**src/rtl/decode_dispatch_queue_if.sv**
```systemverilog
// rtl/decode_dispatch_queue_if.sv - fetch-side and issue-side handshake bundle for the dispatch queue
interface decode_dispatch_queue_if #(
    parameter int PC_W = 32
);
    logic            in_valid;
    logic            in_ready;
    logic [31:0]     in_instr;
    logic [PC_W-1:0] in_pc;
    logic [9:0]      unit_ready;
    logic [9:0]      issue_valid;
    logic [31:0]     issue_instr;
    logic [PC_W-1:0] issue_pc;

    modport master (
        output in_valid, in_instr, in_pc, unit_ready,
        input  in_ready, issue_valid, issue_instr, issue_pc
    );

    modport slave (
        input  in_valid, in_instr, in_pc, unit_ready,
        output in_ready, issue_valid, issue_instr, issue_pc
    );
endinterface

```
**src/rtl/decode_dispatch_queue.sv**
```systemverilog
// rtl/decode_dispatch_queue.sv - in-order instruction queue that decodes the head into a dispatch unit class
module decode_dispatch_queue #(
    parameter int DEPTH = 4,
    parameter int PC_W  = 32,
    parameter int CNT_W = 16
) (
    input  logic                       clk,
    input  logic                       rst_n,
    input  logic                       flush,
    decode_dispatch_queue_if.slave     q,
    output logic [$clog2(DEPTH):0]     count,
    output logic [CNT_W-1:0]           stall_cycles
);
    localparam int AW = $clog2(DEPTH);
    localparam int CW = AW + 1;
    localparam logic [CW-1:0] FULL = CW'(DEPTH);

    logic [31:0]     instr_mem [DEPTH];
    logic [PC_W-1:0] pc_mem    [DEPTH];
    logic [AW-1:0]   rd_ptr;
    logic [AW-1:0]   wr_ptr;

    logic [31:0] head_instr;
    logic [3:0]  head_class;
    logic        not_empty;
    logic        enq;
    logic        deq;
    logic        head_blocked;

    // OP-FP: divide/sqrt go to the long FPU; moves to/from integer regs and illegal forms retire as class 0
    function automatic logic [3:0] fp_class(input logic [31:0] w);
        logic [4:0] f5;
        logic [1:0] fmt;
        logic [4:0] rs2;
        logic [2:0] f3;
        logic       rm_ok;
        logic [3:0] c;
        f5    = w[31:27];
        fmt   = w[26:25];
        rs2   = w[24:20];
        f3    = w[14:12];
        rm_ok = (f3 != 3'b101) && (f3 != 3'b110);
        c     = 4'd0;
        if (f5 == 5'b00011 || f5 == 5'b01011) begin
            c = 4'd7;
        end else if (fmt == 2'b00) begin
            case (f5)
                5'b00000, 5'b00001, 5'b00010: if (rm_ok) c = 4'd6;
                5'b00100:                     if (f3 <= 3'b010) c = 4'd6;
                5'b00101:                     if (f3 <= 3'b001) c = 4'd6;
                5'b10100:                     if (f3 <= 3'b010) c = 4'd6;
                5'b11000, 5'b11010:           if (rs2[4:1] == 4'd0 && rm_ok) c = 4'd6;
                5'b11100:                     if (f3 == 3'b001 && rs2 == 5'd0) c = 4'd6;
                default:                      c = 4'd0;
            endcase
        end
        return c;
    endfunction

    function automatic logic [3:0] decode_class(input logic [31:0] w);
        logic [3:0] c;
        case (w[6:0])
            7'b0000011, 7'b0000111:             c = 4'd4;
            7'b0100011, 7'b0100111:             c = 4'd5;
            7'b0010011, 7'b0010111:             c = 4'd1;
            7'b1100011, 7'b1100111, 7'b1101111: c = 4'd3;
            7'b0110011:                         c = (w[31:25] == 7'b0000001) ? 4'd2 : 4'd1;
            7'b1000011, 7'b1000111,
            7'b1001011, 7'b1001111:             c = 4'd7;
            7'b1010011:                         c = fp_class(w);
            7'b0010100, 7'b1010100:             c = 4'd8;
            7'b0010001:                         c = 4'd9;
            default:                            c = 4'd0;
        endcase
        return c;
    endfunction

    always_comb begin
        head_instr   = instr_mem[rd_ptr];
        head_class   = decode_class(head_instr);
        not_empty    = (count != '0);
        // class 0 never waits on a unit: it is dropped as soon as it reaches the head
        deq          = not_empty && ((head_class == 4'd0) || q.unit_ready[head_class]);
        head_blocked = not_empty && (head_class != 4'd0) && !q.unit_ready[head_class];
        enq          = q.in_valid && (count != FULL);
    end

    assign q.in_ready    = (count != FULL);
    assign q.issue_valid = (not_empty && head_class != 4'd0) ? (10'b1 << head_class) : 10'b0;
    assign q.issue_instr = head_instr;
    assign q.issue_pc    = pc_mem[rd_ptr];

    always_ff @(posedge clk) begin
        if (enq && !flush) begin
            instr_mem[wr_ptr] <= q.in_instr;
            pc_mem[wr_ptr]    <= q.in_pc;
        end
    end

    always_ff @(posedge clk or negedge rst_n) begin
        if (!rst_n) begin
            rd_ptr <= '0;
            wr_ptr <= '0;
            count  <= '0;
        end else if (flush) begin
            rd_ptr <= '0;
            wr_ptr <= '0;
            count  <= '0;
        end else begin
            if (enq) wr_ptr <= wr_ptr + AW'(1);
            if (deq) rd_ptr <= rd_ptr + AW'(1);
            case ({enq, deq})
                2'b10:   count <= count + CW'(1);
                2'b01:   count <= count - CW'(1);
                default: count <= count;
            endcase
        end
    end

    // counts across flushes; only reset clears it
    always_ff @(posedge clk or negedge rst_n) begin
        if (!rst_n) begin
            stall_cycles <= '0;
        end else if (head_blocked && (stall_cycles != {CNT_W{1'b1}})) begin
            stall_cycles <= stall_cycles + CNT_W'(1);
        end
    end
endmodule

```
**src/flat_wrapper.sv**
```systemverilog
// flat-port wrapper written by rule: the top's interface ports become plain ports
module decode_dispatch_queue_flat 
#(
    parameter int DEPTH = 4,
    parameter int PC_W  = 32,
    parameter int CNT_W = 16
)
  (clk, rst_n, flush, count, stall_cycles, q_in_valid, q_in_instr, q_in_pc, q_unit_ready, q_in_ready, q_issue_valid, q_issue_instr, q_issue_pc);
  decode_dispatch_queue_if #(.PC_W(PC_W)) q_i ();
  input  logic clk;
  input  logic rst_n;
  input  logic flush;
  output logic [$clog2(DEPTH):0] count;
  output logic [CNT_W-1:0] stall_cycles;
  input wire logic [$bits(q_i.in_valid)-1:0] q_in_valid;
  input wire logic [$bits(q_i.in_instr)-1:0] q_in_instr;
  input wire logic [$bits(q_i.in_pc)-1:0] q_in_pc;
  input wire logic [$bits(q_i.unit_ready)-1:0] q_unit_ready;
  output wire logic [$bits(q_i.in_ready)-1:0] q_in_ready;
  output wire logic [$bits(q_i.issue_valid)-1:0] q_issue_valid;
  output wire logic [$bits(q_i.issue_instr)-1:0] q_issue_instr;
  output wire logic [$bits(q_i.issue_pc)-1:0] q_issue_pc;
  assign q_i.in_valid = q_in_valid;
  assign q_i.in_instr = q_in_instr;
  assign q_i.in_pc = q_in_pc;
  assign q_i.unit_ready = q_unit_ready;
  assign q_in_ready = q_i.in_ready;
  assign q_issue_valid = q_i.issue_valid;
  assign q_issue_instr = q_i.issue_instr;
  assign q_issue_pc = q_i.issue_pc;
  decode_dispatch_queue #(.DEPTH(DEPTH), .PC_W(PC_W), .CNT_W(CNT_W)) u_core (.clk(clk), .rst_n(rst_n), .flush(flush), .q(q_i), .count(count), .stall_cycles(stall_cycles));
endmodule
```
**config.mk**
```make
export PLATFORM = sky130hd
export DESIGN_NAME = decode_dispatch_queue_flat
export DESIGN_NICKNAME = d
export VERILOG_FILES = /design/src/rtl/decode_dispatch_queue_if.sv /design/src/rtl/decode_dispatch_queue.sv /design/src/flat_wrapper.sv
export SDC_FILE = /design/constraint.sdc
export NUM_CORES = 1
export LEC_CHECK = 0
export BUFFER_PORTS_ARGS = -buffer_cell sky130_fd_sc_hd__buf_2
export CAP_MARGIN = 20
export CELL_PAD_IN_SITES_DETAIL_PLACEMENT = 0
export CELL_PAD_IN_SITES_GLOBAL_PLACEMENT = 2
export CORE_MARGIN = 4
export CORE_UTILIZATION = 43
export CTS_CLUSTER_DIAMETER = 60
export CTS_CLUSTER_SIZE = 16
export DETAILED_ROUTE_END_ITERATION = 7
export GPL_TIMING_DRIVEN = 0
export PLACE_DENSITY_LB_ADDON = 0.1
export SETUP_SLACK_MARGIN = 0.02
export SLEW_MARGIN = 20
export SYNTH_ARGS = -nofsm -noshare
export SYNTH_HDL_FRONTEND = slang
export SYNTH_SLANG_ARGS = --single-unit
```
**constraint.sdc**
```tcl
create_clock -name clk -period 5.94 [get_ports clk]
set_input_delay 0.891 -clock clk [delete_from_list [all_inputs] [get_ports clk]]
set_output_delay 0.891 -clock clk [all_outputs]
set_load 0.02 [all_outputs]
```
==> impl_metrics.sql <==
INSERT INTO impl_metrics (metric_group, metric, value, unit) VALUES
('status', 'run_status', 'finished clean', ''),
('floorplan', 'design.core.area', '25100', 'um^2'),
('setup_path', 'critical_path.reg2reg.endpoint', 'u_core.count[2]', ''),
('grt', 'grt_overflow', '0', ''),
('worst_hold_path', 'min_path_type', 'input port to asynchronous set/reset pin', ''),
('setup_path', 'worst_setup_path_end_kind', 'flip-flop', ''),
('routing', 'routed.top_layer', 'met5', ''),
('floorplan', 'floorplan.initialDensity', '0.436', ''),
('sta', 'worstMarginPinSlew', '912', 'ps'),
('sta', 'slew_viol_final', '0', ''),
('routing', 'wl_met2', '10.8', 'mm'),
('routing', 'antenna_violating_nets_post_route', '0', ''),
('pwr', 'p_comb_frac', '0.283', ''),
('place', 'place_hpwl', '14.2', 'mm'),
('setup_path', 'critPathArrivalTime', '5790', 'ps'),
('cells_and_area', 'final_layout_size_suffix_gt1_frac', '0.398', ''),
('floorplan', 'ios', '172', ''),
('routing', 'routedLengthMet1', '8.76', 'mm'),
('yosys', 'post_synthesis_cell_type_with_the_largest_combined_area', 'sky130_fd_sc_hd__edfxtp_1', ''),
('clock_tree', 'h-tree-depth', '1', ''),
('flow_run', 'drv_cap', '0', ''),
('yosys', 'postSynthRegisterBits', '279', ''),
('yosys', 'synth-compound-area-share', '0.0199', ''),
('grt', 'grt_max_degree', '35', ''),
('pwr', 'p_int', '3.81', 'mW'),
('pwr', 'power.ir.vdd_worst', '309', 'uV'),
('yosys', 'synth.avg_cell_area', '20.7', 'um^2'),
('yosys', 'synth_xor_area_frac', '0.0165', ''),
('yosys', 'synth_fa_ha_area_frac', '0.00754', ''),
('yosys', 'synth.net_count', '613', ''),
('place', 'numPortBuffers', '168', ''),
('sta', 'timing.fmax', '0.185', 'GHz'),
('clock_tree', 'tritoncts', 'done', ''),
('grt', 'grt_first_pass_wirelength', '34.1', 'mm'),
('yosys', 'synthDominantCellAreaShare', '0.702', ''),
('sta', 'grt_setup_unrepaired', 'no', ''),
('floorplan', 'die_boundary_height', '168', 'um'),
('floorplan', 'floorplan.die_area', '28100', 'um^2'),
('clock_tree', 'clkLatencyLatePin', '510', 'ps'),
('routing', 'met3_wire_length', '1.47', 'mm'),
('pwr', 'p_switching', '1.62', 'mW'),
('setup_path', 'critical_path_class', 'flip-flop to flip-flop', ''),
('clock_tree', 'hold_buffers', '0', ''),
('place', 'gp_routability_congestion', '0.791', ''),
('clock_tree', 'clock_sinks', '279', ''),
('pwr', 'power.share.clock', '0.286', ''),
('sta', 'setup_viol_count_final', '0', ''),
('yosys', 'synthSimpleGateAreaFrac', '0.0530', ''),
('setup_path', 'worstPathMaxFanout', '10', ''),
('cells_and_area', 'area_delta_synth_final', '19.5', '%'),
('routing', 'vias', '5657', ''),
('cells_and_area', 'fillCellCount', '2106', ''),
('place', 'place_worst_setup_slack', '552', 'ps'),
('pwr', 'power.static_leakage', '4.49', 'nW'),
('yosys', 'synth.yosys.seq_area_share', '0.755', ''),
('yosys', 'top_post_synthesis_cells_by_area', 'sky130_fd_sc_hd__edfxtp_1 (70%), sky130_fd_sc_hd__mux4_2 (13%), sky130_fd_sc_hd__dfrtp_1 (5.3%), sky130_fd_sc_hd__xnor2_1 (0.88%), sky130_fd_sc_hd__nand2_1 (0.75%)', ''),
('grt', 'total_global_routing_track_utilization', '0.153', ''),
('yosys', 'synthesis.yosys.warnings', '0', ''),
('setup_path', 'setup.worst_path.start_class', 'flip-flop', ''),
('setup_path', 'worstPathRequired', '6330', 'ps'),
('yosys', 'synth.lib_cells_used.distinct', '58', ''),
('routing', 'drt_iter0_markers', '325', ''),
('setup_path', 'reg2reg_slack', '540', 'ps'),
('clock_tree', 'cts_root_buffer', 'sky130_fd_sc_hd__clkbuf_16', ''),
('pwr', 'switching_share', '0.299', ''),
('clock_tree', 'cts_made_buffers', '24', ''),
('yosys', 'post_synth_instance_area', '11000', 'um^2'),
('sta', 'finalCriticalPeriod', '5400', 'ps'),
('sta', 'finalWorstSetupSlack', '545', 'ps'),
('pwr', 'seq_power_share', '0.430', ''),
('grt', 'grt_antenna_before_repair', '6', '');
worst max-delay path: stages, from the launching register on:
cell and delay, ps:
sky130_fd_sc_hd__dfrtp_1 410, sky130_fd_sc_hd__buf_1 510, sky130_fd_sc_hd__buf_2 390, sky130_fd_sc_hd__mux4_2 410, sky130_fd_sc_hd__nor4b_1 430, sky130_fd_sc_hd__a211oi_1 160
sky130_fd_sc_hd__a211oi_1 710, sky130_fd_sc_hd__mux2i_1 270, sky130_fd_sc_hd__a211oi_1 110, sky130_fd_sc_hd__a311o_4 440, sky130_fd_sc_hd__nor2b_1 140, sky130_fd_sc_hd__buf_2 220
sky130_fd_sc_hd__and2_1 170, sky130_fd_sc_hd__fa_1 370, sky130_fd_sc_hd__nand2b_1 180, sky130_fd_sc_hd__mux2i_1 150, sky130_fd_sc_hd__a21oi_1 80, sky130_fd_sc_hd__o21a_1 120
cell usage in the layout, fill, tap and decap left out, drive strengths merged, types with 4 or more instances in the layout:
| master | instances |
|---|---|
| mux2i | 5 |
| nand4 | 7 |
| and2 | 6 |
| a21oi | 6 |
| clkinv | 8 |
| nand2b | 4 |
| xor2 | 7 |
| buf | 186 |
| and3 | 4 |
| mux4 | 64 |
| nand2 | 22 |
| nor3 | 7 |
| or3 | 4 |
| ha | 5 |
| nand3 | 8 |
| clkbuf | 31 |
| inv | 4 |
| xnor2 | 11 |
| dfrtp | 23 |
| edfxtp | 256 |
| nor2 | 22 |
state kept, by name, indices dropped and copies added (netlist names):
name,flops
u_core.count,3
u_core.stall_cycles,16
u_core.rd_ptr,2
u_core.pc_mem,128
u_core.instr_mem,128
u_core.wr_ptr,2
layout make-up:
class                   count  area (um^2)  area share
flip-flops and latches    279         8260       0.632
repair buffers            172          921      0.0704
inverters                   3         11.3    0.000861
diodes                      2         5.00    0.000383
clock inverters            13          158      0.0121
plain buffers              20          120     0.00918
multi-input cells         227         2570       0.196
well taps                 330          413      0.0316
clock buffers              25          626      0.0478
metrics by stage:
step / area [um^2] / cells / hold slack (ps) / util
after CTS: 13100 / 1069 / 347 / 0.521
after global placement: 12200 / 1027 / 469 / 0.486
after detailed placement: 12300 / 1031 / 477 / 0.490
after global routing: 13100 / 1071 / 380 / 0.521
final: 13100 / 1071 / 359 / 0.521
after floorplan: 11000 / 529 / 543 / -
layer usage:
metal  vias up  GRT usage
li1       2565          -
met1      2906      0.199
met2       147      0.259
met3        31     0.0446
met4         8     0.0318
met5         -          0
worst max path at each step:
stage	slack, ps	endpoint	cells past startpoint
6_report	540	u_core.count[2]	17
5_1_grt	110	u_core.count[1]	17
4_1_cts	510	u_core.count[1]	17
3_5_place_dp	550	u_core.count[1]	17
3_3_place_gp	570	u_core.count[2]	17
2_1_floorplan	1400	u_core.count[2]	17
power by group through the flow:
stage	Clock, mW	Sequential (mW)	Combinational (mW)
finish	1.56	2.34	1.54
CTS	1.61	2.34	1.58
floorplan	0	2.39	1.06
global route	1.70	2.35	1.68
global placement	0	2.39	1.55
detailed placement	0	2.38	1.57
synthesized netlist by cell type (2+ instances only):
cell / n
sky130_fd_sc_hd__a211o_1: 2
sky130_fd_sc_hd__a211oi_1: 3
sky130_fd_sc_hd__a21oi_1: 6
sky130_fd_sc_hd__and2_1: 6
sky130_fd_sc_hd__and3_1: 3
sky130_fd_sc_hd__and3b_1: 2
sky130_fd_sc_hd__buf_1: 7
sky130_fd_sc_hd__buf_2: 2
sky130_fd_sc_hd__buf_6: 3
sky130_fd_sc_hd__clkbuf_1: 6
sky130_fd_sc_hd__dfrtp_1: 23
sky130_fd_sc_hd__edfxtp_1: 256
sky130_fd_sc_hd__ha_1: 5
sky130_fd_sc_hd__inv_1: 3
sky130_fd_sc_hd__mux2i_1: 5
sky130_fd_sc_hd__mux4_2: 64
sky130_fd_sc_hd__nand2_1: 22
sky130_fd_sc_hd__nand2b_1: 4
sky130_fd_sc_hd__nand3_1: 8
sky130_fd_sc_hd__nand3b_1: 2
sky130_fd_sc_hd__nand4_1: 7
sky130_fd_sc_hd__nor2_1: 22
sky130_fd_sc_hd__nor3_1: 4
sky130_fd_sc_hd__nor3_2: 3
sky130_fd_sc_hd__nor3b_1: 2
sky130_fd_sc_hd__nor4_1: 2
sky130_fd_sc_hd__nor4b_1: 2
sky130_fd_sc_hd__o21a_1: 3
sky130_fd_sc_hd__o21ai_0: 2
sky130_fd_sc_hd__or2_2: 2
sky130_fd_sc_hd__or3_1: 4
sky130_fd_sc_hd__or3b_2: 2
sky130_fd_sc_hd__xnor2_1: 11
sky130_fd_sc_hd__xor2_1: 7
cell families after synthesis:
| kind of cell | after synthesis |
|---|---|
| simple gates | 104 |
| flops | 279 |
| buf+inv | 23 |
| fa+ha+maj | 6 |
| mux | 69 |
| xor+xnor | 19 |
| other cells | 1 |
| compound gates | 28 |
(Power assumes the default switching activity.)
